### src/rtl/fetch_pkg.sv
// rtl/fetch_pkg.sv - shared state encoding, redirect record and reset default for the fetch sequencer
package fetch_pkg;

  localparam int unsigned FETCH_XLEN = 32;
  localparam logic [FETCH_XLEN-1:0] DEFAULT_RESET_VECTOR = 32'h0000_0000;

  typedef enum logic [1:0] {IDLE, REQ, WAIT, HOLD} fetch_state_t;

  typedef struct packed {
    logic                  valid;
    logic [FETCH_XLEN-1:0] target;
  } redirect_t;

endpackage

### src/rtl/fetch_sequencer_redirect_mux.sv
// rtl/fetch_sequencer_redirect_mux.sv - priority select of exception over branch redirect
module redirect_mux
  import fetch_pkg::*;
(
  input  logic                  i_exc_valid,
  input  logic [FETCH_XLEN-1:0] i_exc_target,
  input  logic                  i_br_valid,
  input  logic [FETCH_XLEN-1:0] i_br_target,
  output redirect_t             o_redirect
);

  always_comb begin
    o_redirect.valid  = i_exc_valid || i_br_valid;
    o_redirect.target = i_exc_valid ? i_exc_target : i_br_target;
  end

endmodule

### src/rtl/fetch_sequencer.sv
// rtl/fetch_sequencer.sv - fetch PC sequencer with single outstanding imem request
// Optional performance counters are built when FETCH_PERF_EN is defined.
module fetch_sequencer
  import fetch_pkg::*;
#(
  parameter int unsigned       XLEN         = 32,
  parameter logic [XLEN-1:0]   RESET_VECTOR = DEFAULT_RESET_VECTOR,
  parameter int unsigned       INC          = 4
) (
  input  logic            clk,
  input  logic            nrst,
  input  logic            exc_valid,
  input  logic [XLEN-1:0] exc_target,
  input  logic            br_valid,
  input  logic [XLEN-1:0] br_target,
  output logic            imem_req_valid,
  output logic [XLEN-1:0] imem_req_addr,
  input  logic            imem_req_ready,
  input  logic            imem_rsp_valid,
  input  logic [XLEN-1:0] imem_rsp_data,
  output logic            inst_valid,
  output logic [XLEN-1:0] inst_data,
  output logic [XLEN-1:0] inst_pc,
  input  logic            inst_ready
`ifdef FETCH_PERF_EN
  ,
  output logic [31:0]     perf_fetch_cnt,
  output logic [31:0]     perf_redirect_cnt
`endif
);

  fetch_state_t    r_state;
  logic [XLEN-1:0] r_pc;
  logic            r_kill;
  logic            r_req_valid;
  logic            r_inst_valid;
  logic [XLEN-1:0] r_inst_data;
  logic [XLEN-1:0] r_inst_pc;

  redirect_t       w_redir;
  logic [XLEN-1:0] w_target;
  logic [XLEN-1:0] w_pc_next;

  redirect_mux u_redirect_mux (
    .i_exc_valid  (exc_valid),
    .i_exc_target (exc_target),
    .i_br_valid   (br_valid),
    .i_br_target  (br_target),
    .o_redirect   (w_redir)
  );

  assign w_target  = w_redir.target[XLEN-1:0];
  assign w_pc_next = r_pc + XLEN'(INC);

  always_ff @(posedge clk or negedge nrst) begin
    if (!nrst) begin
      r_state      <= IDLE;
      r_pc         <= RESET_VECTOR;
      r_kill       <= 1'b0;
      r_req_valid  <= 1'b0;
      r_inst_valid <= 1'b0;
      r_inst_data  <= '0;
      r_inst_pc    <= '0;
    end else begin
      case (r_state)
        IDLE: begin
          if (w_redir.valid) r_pc <= w_target;
          r_state     <= REQ;
          r_req_valid <= 1'b1;
        end
        REQ: begin
          if (w_redir.valid) r_pc <= w_target;
          if (imem_req_ready) begin
            r_state     <= WAIT;
            r_req_valid <= 1'b0;
            r_kill      <= w_redir.valid;
          end
        end
        WAIT: begin
          if (w_redir.valid) r_pc <= w_target;
          if (imem_rsp_valid) begin
            r_kill <= 1'b0;
            // A redirect in the response cycle squashes it just like a pending kill.
            if (r_kill || w_redir.valid) begin
              r_state     <= REQ;
              r_req_valid <= 1'b1;
            end else begin
              r_inst_data  <= imem_rsp_data;
              r_inst_pc    <= r_pc;
              r_pc         <= w_pc_next;
              r_inst_valid <= 1'b1;
              r_state      <= HOLD;
            end
          end else if (w_redir.valid) begin
            r_kill <= 1'b1;
          end
        end
        HOLD: begin
          if (w_redir.valid) r_pc <= w_target;
          if (w_redir.valid || inst_ready) begin
            r_inst_valid <= 1'b0;
            r_req_valid  <= 1'b1;
            r_state      <= REQ;
          end
        end
        default: begin
          r_state     <= IDLE;
          r_req_valid <= 1'b0;
        end
      endcase
    end
  end

  assign imem_req_valid = r_req_valid;
  assign imem_req_addr  = r_pc;
  assign inst_valid     = r_inst_valid;
  assign inst_data      = r_inst_data;
  assign inst_pc        = r_inst_pc;

`ifdef FETCH_PERF_EN
  logic [31:0] r_perf_fetch_cnt;
  logic [31:0] r_perf_redirect_cnt;

  always_ff @(posedge clk or negedge nrst) begin
    if (!nrst) begin
      r_perf_fetch_cnt    <= '0;
      r_perf_redirect_cnt <= '0;
    end else begin
      if (r_inst_valid && inst_ready) r_perf_fetch_cnt <= r_perf_fetch_cnt + 32'd1;
      if (exc_valid || br_valid) r_perf_redirect_cnt <= r_perf_redirect_cnt + 32'd1;
    end
  end

  assign perf_fetch_cnt    = r_perf_fetch_cnt;
  assign perf_redirect_cnt = r_perf_redirect_cnt;
`endif

endmodule
### config.mk
export PLATFORM = sky130hd
export DESIGN_NAME = fetch_sequencer
export DESIGN_NICKNAME = d
export VERILOG_FILES = /design/src/rtl/fetch_pkg.sv /design/src/rtl/fetch_sequencer_redirect_mux.sv /design/src/rtl/fetch_sequencer.sv
export SDC_FILE = /design/constraint.sdc
export NUM_CORES = 1
export LEC_CHECK = 0
export ABC_AREA = 1
export BUFFER_PORTS_ARGS = -buffer_cell sky130_fd_sc_hd__buf_2
export CORE_MARGIN = 3
export CORE_UTILIZATION = 49
export DETAILED_ROUTE_END_ITERATION = 8
export GPL_ROUTABILITY_DRIVEN = 0
export PLACE_DENSITY = 0.8
export SYNTH_ARGS = -nofsm -noshare
export SYNTH_HDL_FRONTEND = slang
export SYNTH_SLANG_ARGS = --single-unit
### constraint.sdc
create_clock -name clk -period 1.9 [get_ports clk]
set_clock_uncertainty 0.05 [all_clocks]
set_input_delay 0.19 -clock clk [delete_from_list [all_inputs] [get_ports clk]]
set_output_delay 0.19 -clock clk [all_outputs]
set_load 0.03 [all_outputs]
==> flow_metrics.py <==
metrics = {
    "run_status": {
        "outcome": "completed",
    },
    "setup_path": {
        "rr_worst_depth": 10,
        "path_cells": "inv_1, ha_1, nand2_1, inv_1, nand2_8, buf_4, nor2_1, nand3_1, nand2_1, nor2_1",
        "path_class": "flip-flop to flip-flop",
        "critical_path_buf_inv_count": 3,
        "cp_max_fo": 21,
        "start_kind": "flip-flop",
        "critPathMaxStageDelay_ns": 0.41,
        "crit_slowest_cell": "dfrtp_1",
        "cp_top_family": "simple AND/OR/NAND/NOR gates",
        "r2r-start": "r_state[0]",
        "worst-path-stages": 10,
        "cp_data_arrival_time_ns": 1.96,
        "worstPathRequired_ns": 2.12,
        "cp-startpoint": "r_state[0]",
        "timing.critical_path.to_type": "flip-flop",
    },
    "routing": {
        "wl_per_cell_um": 15.29,
        "post_drt_via_cell_ratio": 5.189,
        "ant_nets": 0,
        "dr.pass1.iters": 5,
        "drc": 0,
        "vias": 5578,
        "routed_wl_um": 16440,
        "drt-initial-drc-count": 574,
    },
    "sta": {
        "worstMarginPinSlew_ns": 0.4707,
        "whs_ns": 0.03287,
        "hold_viol": 0,
        "setup_viol": 0,
        "finalMaxSlewViolations": 0,
        "min_period_over_period_pct": 91.64,
        "max_freq_ghz": 0.5744,
        "min_period_ns": 1.741,
        "slew_headroom_pct": 68.62,
    },
    "hold_path": {
        "hold_class": "primary input to flip-flop",
        "worstHoldStart": "br_target[1]",
        "holdPathStages": 3,
    },
    "synth": {
        "ys_seq_elements": 101,
        "syn_inst": 699,
        "synth_nets": 806,
        "synth-edff-count": 0,
        "synth_ff_type": "dfrtp_1",
        "synth_cell_type_count": 41,
        "synthArstFlopShare_pct": 100.0,
        "yosys_warnings": 0,
        "syn-mean-instance-area_um2": 7.482,
        "synthesis.area_mm2": 0.005230,
        "synth_seq_area_share_pct": 48.33,
    },
    "floorplan": {
        "num_rows": 37,
        "fp.dieH_um": 109.3,
        "die_area_mm2": 0.01195,
        "pin_count": 201,
        "core_area_mm2": 0.01037,
        "die_w_um": 109.3,
        "initial_core_util_pct": 50.43,
    },
    "finish": {
        "num-fill-cells": 877,
        "mostFrequentLayoutCells": "nand2_1, buf_2, dfrtp_1",
        "layout-drive-gt1-share_pct": 26.94,
        "antenna_cells": 0,
        "nets": 1041,
        "post-route-util_pct": 67.62,
        "fin_cells": 1075,
        "final_common_cell": "nand2_1",
        "area_growth_pct": 34.07,
    },
    "placed_design": {
        "portBuffers": 200,
        "dp.cells": 1026,
        "dp_hpwl_um": 11770,
    },
    "clock_tree": {
        "cts.sinks": 101,
        "cts-root-buf": "clkbuf_8",
        "numCtsBuffers": 9,
        "cts_max_path_buffers": 2,
        "cts.clk_slew.worst_paths_ns": 0.10,
        "cts_max_level": 3,
        "cts_tree": "yes",
        "clk_latency_ns": 0.37,
    },
    "global_routing": {
        "grt_max_degree": 40,
        "grt_remaining_overflow": 0,
        "grt_pass1_wl_um": 25540,
        "antenna_found_initial": 0,
        "grt_pass1_vias": 5203,
        "grt_use_total_pct": 27.31,
    },
    "job": {
        "cap_violations": 0,
    },
    "power": {
        "ir_worst_vdd_mv": 0.7624,
        "power_density_mw_per_mm2": 1180,
        "p_leak_nw": 3.843,
    },
}
==> sequential cells by signal (all words and copies together), names as in the netlist <==
| name | cells |
|---|---|
| imem_req_valid | 1 |
| r_kill | 1 |
| imem_req_addr | 32 |
| inst_data | 32 |
| inst_pc | 32 |
| r_state | 2 |
| inst_valid | 1 |
==> per-stage QoR <==
step / area, um2 / worst slack [ns] / total power [mW] / setup TNS [ns]
floorplan: 5230 / 0.2205 / 5.632 / 0
global placement: 6467 / 0.08875 / 6.819 / 0
detailed placement: 6467 / 0.09917 / 6.880 / 0
CTS: 6988 / 0.05427 / 8.263 / 0
global route: 7012 / -0.006103 / 8.779 / -0.006103
finish: 7012 / 0.1589 / 8.271 / 0
==> kinds of logic after synthesis <==
kind of cell,synth area share (%)
adder cells (fa/ha/maj),0.9570
XOR/XNOR,0.3350
buffers and inverters,6.794
AND/OR/NAND/NOR,31.72
flip-flops,48.33
AO/OA/AOI/OAI,11.87
==> cells in the mapped netlist (3+ instances only) <==
master	number	area, um2
nand2_1	279	1047
dfrtp_1	101	2527
nor2_1	81	304.0
inv_1	50	187.7
o21ai_0	37	185.2
nand3_1	22	110.1
buf_2	20	100.1
a21oi_1	19	95.09
o22ai_1	14	87.58
nor3_1	9	45.04
o211ai_1	6	45.04
o221ai_1	6	52.55
a31oi_1	5	31.28
ha_1	4	50.05
or2_2	4	25.02
buf_4	3	22.52
buf_6	3	33.78
nor2_2	3	18.77
o21a_1	3	22.52
==> tightest hold or removal path, delay by kind of cell <==
kind | cells | cell delay, ns
simple gates | 2 | 0.14
buf+inv | 1 | 0.08
==> path summary, 6_finish.rpt <==
check                                          to  slack (ns)
worst max-delay path            imem_req_addr[28]        0.16
worst min-delay path             imem_req_addr[1]        0.03
min in group asynchronous            inst_data[2]        0.26
worst min register to register      inst_data[29]        0.43
worst max register to register  imem_req_addr[28]        0.16
max in group asynchronous             inst_pc[26]        0.97
==> layer usage <==
metal	up-vias	GRT usage, %	routed length (um)	part of all wire (%)
li1	2708	-	-	-
met1	2594	35.34	6746	41
met2	250	46.36	7913	48
met3	26	6.048	1486	9.0
met4	0	7.658	292	1.8
met5	-	0	0	0
==> where the power goes <==
part           internal [mW]  leakage, nW  switching (mW)  total [mW]
sequential              2.86         1.29           0.492        3.35
clock                  0.507       0.0949           0.835        1.34
combinational           1.07         2.46            2.51        3.58
==> final cells by class <==
class                           count  area (um2)  share of cell area [%]
Multi-Input combinational cell    519        2381                   33.96
Inverter                           51       191.4                   2.730
Timing Repair Buffer              252        1551                   22.13
Clock inverter                      7       66.31                  0.9458
Sequential cell                   101        2527                   36.05
Clock buffer                        9       123.9                   1.767
Tap cell                          136       170.2                   2.427
==> timing repair <==
action,CTS,global route
endpoints found under the hold margin,66,0
setup endpoints to repair,0,3
setup buffers,0,0
hold buffers,33,0
gates resized for setup,0,5
Power figures use the tool's default switching activity.
